**src/rtl/music_pkg.sv**
```systemverilog
// Shared definitions for the melody playback path: note codes, ROM entry layout, FSM states.
// Pure declarations; no clocked logic.
package music_pkg;

    localparam int TICK_CYCLES_DEF = 390625;
    localparam int ADDR_W_DEF      = 8;

    typedef enum logic [3:0] {
        NOTE_C  = 4'd0,  NOTE_CS = 4'd1,  NOTE_D  = 4'd2,  NOTE_DS = 4'd3,
        NOTE_E  = 4'd4,  NOTE_F  = 4'd5,  NOTE_FS = 4'd6,  NOTE_G  = 4'd7,
        NOTE_GS = 4'd8,  NOTE_A  = 4'd9,  NOTE_AS = 4'd10, NOTE_B  = 4'd11
    } note_t;

    localparam logic [3:0] NOTE_MAX = 4'(NOTE_B);
    localparam logic [2:0] OCT_MAX  = 3'd5;

    localparam int ENT_REST_BIT = 15;
    localparam int ENT_OCT_LSB  = 12;
    localparam int ENT_NOTE_LSB = 8;
    localparam int ENT_DUR_LSB  = 0;

    typedef struct packed {
        logic       rest;
        logic [2:0] octave;
        logic [3:0] note;
        logic [7:0] dur;
    } entry_t;

    typedef enum logic [2:0] {
        ST_IDLE,
        ST_FETCH,
        ST_WAIT,
        ST_LOAD,
        ST_PLAY
    } state_t;

    // Out-of-range pitches are played as rests so the tone generator never sees them gated on.
    function automatic logic entry_audible(input entry_t e);
        return !e.rest && (e.note <= NOTE_MAX) && (e.octave <= OCT_MAX);
    endfunction

endpackage

```
**src/rtl/tempo_tick.sv**
```systemverilog
// Tempo prescaler: counts enabled cycles 0..TICK_CYCLES-1, tick is high combinationally on the last count.
// Zero latency from count to tick; no backpressure, clear has priority over enable.
module tempo_tick #(
    parameter int TICK_CYCLES = 4
) (
    input  logic clk,
    input  logic rst_n,
    input  logic clear,
    input  logic en,
    output logic tick
);

    localparam int CNT_W = (TICK_CYCLES > 1) ? $clog2(TICK_CYCLES) : 1;
    localparam logic [CNT_W-1:0] LAST = CNT_W'(TICK_CYCLES - 1);

    logic [CNT_W-1:0] cnt_q;

    assign tick = en && (cnt_q == LAST);

    always_ff @(posedge clk or negedge rst_n) begin
        if (!rst_n) begin
            cnt_q <= '0;
        end else if (clear) begin
            cnt_q <= '0;
        end else if (en) begin
            if (cnt_q == LAST) cnt_q <= '0;
            else               cnt_q <= cnt_q + CNT_W'(1);
        end
    end

endmodule

```
**src/rtl/melody_sequencer.sv**
```systemverilog
// Walks a synchronous melody ROM and drives note/octave/gate for the tone generator.
// First gate 3 cycles after start, 3-cycle gap between notes; no backpressure, stop beats start.
module melody_sequencer
    import music_pkg::*;
#(
    parameter int TICK_CYCLES = TICK_CYCLES_DEF,
    parameter int ADDR_W      = ADDR_W_DEF
) (
    input  logic              clk,
    input  logic              rst_n,
    input  logic              start,
    input  logic              stop,
    input  logic              loop,
    output logic [ADDR_W-1:0] rom_addr,
    input  logic [15:0]       rom_data,
    output logic [3:0]        note,
    output logic [2:0]        octave,
    output logic              gate,
    output logic              busy,
    output logic              done
);

    state_t            state_q, state_d;
    entry_t            ent;
    logic [ADDR_W-1:0] addr_q;
    logic [3:0]        note_q;
    logic [2:0]        oct_q;
    logic              gate_q;
    logic              done_q;
    logic [7:0]        dur_q;
    logic [7:0]        dur_cnt_q;
    logic              tick;
    logic              last_dur;
    logic              end_mark;

    assign ent      = entry_t'(rom_data);
    assign end_mark = (ent.dur == 8'd0);
    assign last_dur = (dur_cnt_q == dur_q - 8'd1);

    tempo_tick #(
        .TICK_CYCLES(TICK_CYCLES)
    ) u_tempo_tick (
        .clk  (clk),
        .rst_n(rst_n),
        .clear(state_q == ST_LOAD),
        .en   (state_q == ST_PLAY),
        .tick (tick)
    );

    always_ff @(posedge clk or negedge rst_n) begin
        if (!rst_n) state_q <= ST_IDLE;
        else        state_q <= state_d;
    end

    always_comb begin
        state_d = state_q;
        if (stop) begin
            state_d = ST_IDLE;
        end else if (start) begin
            state_d = ST_FETCH;
        end else begin
            case (state_q)
                ST_IDLE:  state_d = ST_IDLE;
                ST_FETCH: state_d = ST_WAIT;
                ST_WAIT:  state_d = ST_LOAD;
                ST_LOAD: begin
                    if (end_mark) state_d = loop ? ST_FETCH : ST_IDLE;
                    else          state_d = ST_PLAY;
                end
                ST_PLAY:  if (tick && last_dur) state_d = ST_FETCH;
                default:  state_d = ST_IDLE;
            endcase
        end
    end

    always_ff @(posedge clk or negedge rst_n) begin
        if (!rst_n) begin
            addr_q    <= '0;
            note_q    <= '0;
            oct_q     <= '0;
            gate_q    <= 1'b0;
            done_q    <= 1'b0;
            dur_q     <= '0;
            dur_cnt_q <= '0;
        end else begin
            done_q <= 1'b0;
            if (stop) begin
                gate_q <= 1'b0;
            end else if (start) begin
                addr_q <= '0;
                gate_q <= 1'b0;
            end else begin
                case (state_q)
                    ST_LOAD: begin
                        if (end_mark) begin
                            addr_q <= '0;
                            gate_q <= 1'b0;
                            done_q <= !loop;
                        end else begin
                            note_q    <= ent.note;
                            oct_q     <= ent.octave;
                            gate_q    <= entry_audible(ent);
                            dur_q     <= ent.dur;
                            dur_cnt_q <= '0;
                        end
                    end
                    ST_PLAY: begin
                        if (tick) begin
                            if (last_dur) begin
                                // Address wraps silently; only a dur==0 entry ends the song.
                                addr_q <= addr_q + ADDR_W'(1);
                                if (dur_q >= 8'd2) gate_q <= 1'b0;
                            end else begin
                                dur_cnt_q <= dur_cnt_q + 8'd1;
                            end
                        end
                    end
                    default: ;
                endcase
            end
        end
    end

    // Articulation gap: the final tick of a multi-tick note is silent.
    assign gate     = gate_q && !((state_q == ST_PLAY) && (dur_q >= 8'd2) && last_dur);
    assign rom_addr = addr_q;
    assign note     = note_q;
    assign octave   = oct_q;
    assign busy     = (state_q != ST_IDLE);
    assign done     = done_q;

endmodule

```
**config.mk**
```make
export PLATFORM = sky130hd
export DESIGN_NAME = melody_sequencer
export DESIGN_NICKNAME = d
export VERILOG_FILES = /design/src/rtl/music_pkg.sv /design/src/rtl/tempo_tick.sv /design/src/rtl/melody_sequencer.sv
export SDC_FILE = /design/constraint.sdc
export NUM_CORES = 1
export LEC_CHECK = 0
export CAP_MARGIN = 30
export CORE_MARGIN = 2
export CORE_UTILIZATION = 51
export DETAILED_ROUTE_END_ITERATION = 8
export PLACE_DENSITY = 0.8
export SYNTH_ARGS = -nofsm -noshare
export SYNTH_HDL_FRONTEND = slang
export SYNTH_SLANG_ARGS = --single-unit
```
**constraint.sdc**
```tcl
create_clock -name clk -period 4 [get_ports clk]
set_input_delay 1.2 -clock clk [delete_from_list [all_inputs] [get_ports clk]]
set_output_delay 1.2 -clock clk [all_outputs]
set_load 0.005 [all_outputs]
```
==> results.sh <==
export IMPL_async_flop_share_pct=100.0
export IMPL_relSlewSlack_pct=36.27
export IMPL_p_sw_mw=0.2820
export IMPL_min_path_type="reg -> reg"
export IMPL_dp_slack_ns=0.5939
export IMPL_p_leak_nw=1.657
export IMPL_setup_viol=0
export IMPL_wirelength_um=7286
export IMPL_tightestPinTransition_ns=0.9478
export IMPL_fillers=522
export IMPL_cts_sinks=55
export IMPL_fmax_mhz=266.1
export IMPL_cp_start_kind="flop"
export IMPL_period_minus_slack_ns=3.759
export IMPL_drc=0
export IMPL_avgSynthCellArea_sq_um=8.418
export IMPL_crit_arrival_ns=2.56
export IMPL_endpoint_kind="primary output"
export IMPL_hold_ws_ns=0.4847
export IMPL_worstPathRequired_ns=2.80
export IMPL_io_pins=39
export IMPL_synth_top_flop_cell="dfrtp_1"
export IMPL_ff2ff_setup_slack_ns=1.30
export IMPL_r2r_start="u_tempo_tick.cnt_q[0]"
export IMPL_dp_final_hpwl_um=5265
export IMPL_power_internal_mw=0.8466
export IMPL_powerDensity_nw_per_um2=303.7
export IMPL_hold_depth=2
export IMPL_syn2layout_area_growth_pct=17.72
export IMPL_place_area_sq_um=3613
export IMPL_power_frac_comb_pct=14.7
export IMPL_chipWidth_um=82.68
export IMPL_clockRootBuffer="clkbuf_8"
export IMPL_vdd_drop_max_v=0.0002232
export IMPL_cts_buffers=5
export IMPL_hold_viol=0
export IMPL_first_pass_iters=4
export IMPL_drtIter0Drc=134
export IMPL_clock_latency_ns=0.30
export IMPL_ctsResizeCount=0
export IMPL_dp_cells=480
export IMPL_grt_pass1_wl_um=12450
export IMPL_fp_dieArea_sq_um=6835
export IMPL_drv_cap=0
export IMPL_hp_start="note[3]"
export IMPL_fp_coreArea_sq_um=5956
export IMPL_grt_use_total_pct=23.51
export IMPL_rr_worst_depth=8
export IMPL_antenna_left=0
export IMPL_finalInstanceArea_sq_um=3716
export IMPL_rows=28
export IMPL_layout_setup_ws_ns=0.2414
export IMPL_final_net_count=439
export IMPL_grt_max_degree=34
export IMPL_cts_buffer_depth=2
export IMPL_r2r_end="rom_addr[7]"
export IMPL_crit_fanout=3
export IMPL_instances_no_fill=487
export IMPL_p_clk_share_pct=31.3
export IMPL_fin_crit_sh_pct=93.96
export IMPL_skew_ns=0.01195
export IMPL_ys_types=49
export IMPL_worstSetupPathType="reg -> out"
export IMPL_status="completed"
export IMPL_p_seq_share_pct=54.0
export IMPL_overflow=0
export IMPL_p_total_mw=1.129
export IMPL_gp_congestion=0.8669
export IMPL_cts_hold_buf=0
export IMPL_ys_warn_count=0
export IMPL_start_util_pct=53.00
export IMPL_cts_tree="yes"
export IMPL_setup_tns_final_ns=0
export IMPL_synth_edf_count=0
export IMPL_vias=2871
export IMPL_holdPathEnd="note[3]"
export IMPL_clk_pin_slew_ns=0.10
export IMPL_syn_cell_area_sq_um=3157
export IMPL_die_h_um=82.68
export IMPL_rsz0062_at_grt="false"
export IMPL_port_buffers=38
export IMPL_synth_cells=375
export IMPL_viasPerCell=5.895
export IMPL_num_antenna_cells=0
export IMPL_cts_setup_buffers=0
export IMPL_ys_ff_latch=55
export IMPL_utilization_pct=62.40
export IMPL_drive_above_1_share_pct=5.583
export IMPL_htree_levels=2
export IMPL_routedWlPerCell_um=14.96
export IMPL_grt_pass1_vias=2757
export IMPL_syn_nets=402
export IMPL_antenna_found_initial=0
export IMPL_switching_share_pct=24.99
export IMPL_drv_slew=0
export IMPL_yosysSeqAreaShare_pct=43.60
[cells in the mapped netlist (3+ instances only)]
cell,number,share of area (%)
xor2_1,3,0.83
o211ai_1,5,1.2
or3_1,3,0.59
clkbuf_1,11,1.3
a31oi_1,3,0.59
nor4_1,9,1.8
ha_1,6,2.4
xnor2_1,8,2.2
dfrtp_1,55,44
and3_1,11,2.2
and2_1,4,0.79
o31ai_1,10,2.4
or4_1,6,1.4
nand2b_1,4,0.79
nor3_1,5,0.79
a31o_2,5,1.4
nor2_1,21,2.5
a21oi_1,8,1.3
a21o_1,4,0.95
inv_1,12,1.4
o21ai_0,28,4.4
nor2b_1,6,1.2
nand2_1,85,10
nand3_1,23,3.6
a22o_1,3,0.83
nand4_1,9,1.8
[cells by family after synthesis]
family                     after synthesis  share of synthesized area (%)
and+or+nand+nor                        198                          30.99
AOI/OAI and AO/OA                       77                          16.09
DFF                                     55                          43.60
buffers and inverters                   26                          3.250
xor gates and xnor gates                11                          3.052
adders and majority gates                6                          2.378
muxes                                    2                         0.6342
[critical path: stages (launching register included)]
cell             delay, ns
dfrtp_1               0.42
inv_1                 0.11
ha_1                  0.20
nor3b_1               0.38
nand3_1               0.14
nor2b_1               0.16
nand4_1               0.11
inv_1                 0.05
a21boi_0              0.16
clkdlybuf4s50_1       0.52
[area by class of cell]
| cell class | count | area [sq um] | share of cell area, % |
|---|---|---|---|
| Multi-Input combinational cell | 294 | 1678 | 45.15 |
| Sequential cell | 55 | 1376 | 37.04 |
| Timing Repair Buffer | 44 | 420.4 | 11.31 |
| Tap cell | 75 | 93.84 | 2.525 |
| Clock buffer | 6 | 72.57 | 1.953 |
| Inverter | 12 | 45.04 | 1.212 |
| Clock inverter | 1 | 30.03 | 0.8081 |
[power groups by stage]
stage,clock (mW),sequential (mW),combinational (mW)
floorplan,0,0.611,0.0953
global placement,0,0.618,0.161
detailed placement,0,0.619,0.167
CTS,0.365,0.609,0.168
global route,0.388,0.612,0.186
finish,0.353,0.609,0.166
[placed cells by master, fill, tap and decap left out, types with 2 or more instances in the layout]
cell / instances
a21boi_0: 2
xor2_1: 3
or3_1: 3
a22o_1: 3
nor3b_1: 2
nor3_1: 5
o21ai_0: 28
or4_1: 6
and2_1: 4
a21o_1: 4
nor2_1: 21
a21oi_1: 8
o211ai_1: 5
nand2_1: 85
or2_2: 2
buf_4: 6
nand4_1: 9
dfrtp_1: 55
nand2b_1: 4
nand3_1: 23
clkdlybuf4s50_1: 37
nor2b_1: 6
clkbuf_8: 5
o31ai_1: 10
a41oi_1: 2
mux2i_1: 2
xnor2_1: 8
a31oi_1: 3
nor4_1: 9
and3_1: 11
ha_1: 6
a31o_2: 5
inv_1: 12
[state kept, by name (all words and copies together), names as in the netlist]
| name | count |
|---|---|
| u_tempo_tick.cnt_q | 19 |
| dur_cnt_q | 8 |
| dur_q | 8 |
| rom_addr | 8 |
| note | 4 |
| octave | 3 |
| state_q | 3 |
| done | 1 |
| gate_q | 1 |
[worst max-delay path by stage]
| stage | start | endpoint | slack [ns] | cells after the start |
|---|---|---|---|---|
| finish | dur_q[0] | gate | 0.24 | 9 |
| global route | dur_q[0] | gate | 0.08 | 9 |
| CTS | dur_q[0] | gate | 0.24 | 9 |
| detailed placement | dur_q[0] | gate | 0.59 | 9 |
| global placement | dur_q[0] | gate | 0.71 | 7 |
| floorplan | dur_q[0] | gate | 0.82 | 8 |
[per-layer routing]
metal / track usage, % / vias to the layer above / share of wire [%] / wire length [um]
met5: 0 / - / 0 / 0
met1: 30.66 / 1397 / 46 / 3323
met4: 6.393 / 0 / 0.86 / 63
li1: - / 1414 / - / -
met2: 40.89 / 54 / 50 / 3656
met3: 3.370 / 6 / 3.3 / 241
No activity file was read; power rests on OpenSTA's default activity.
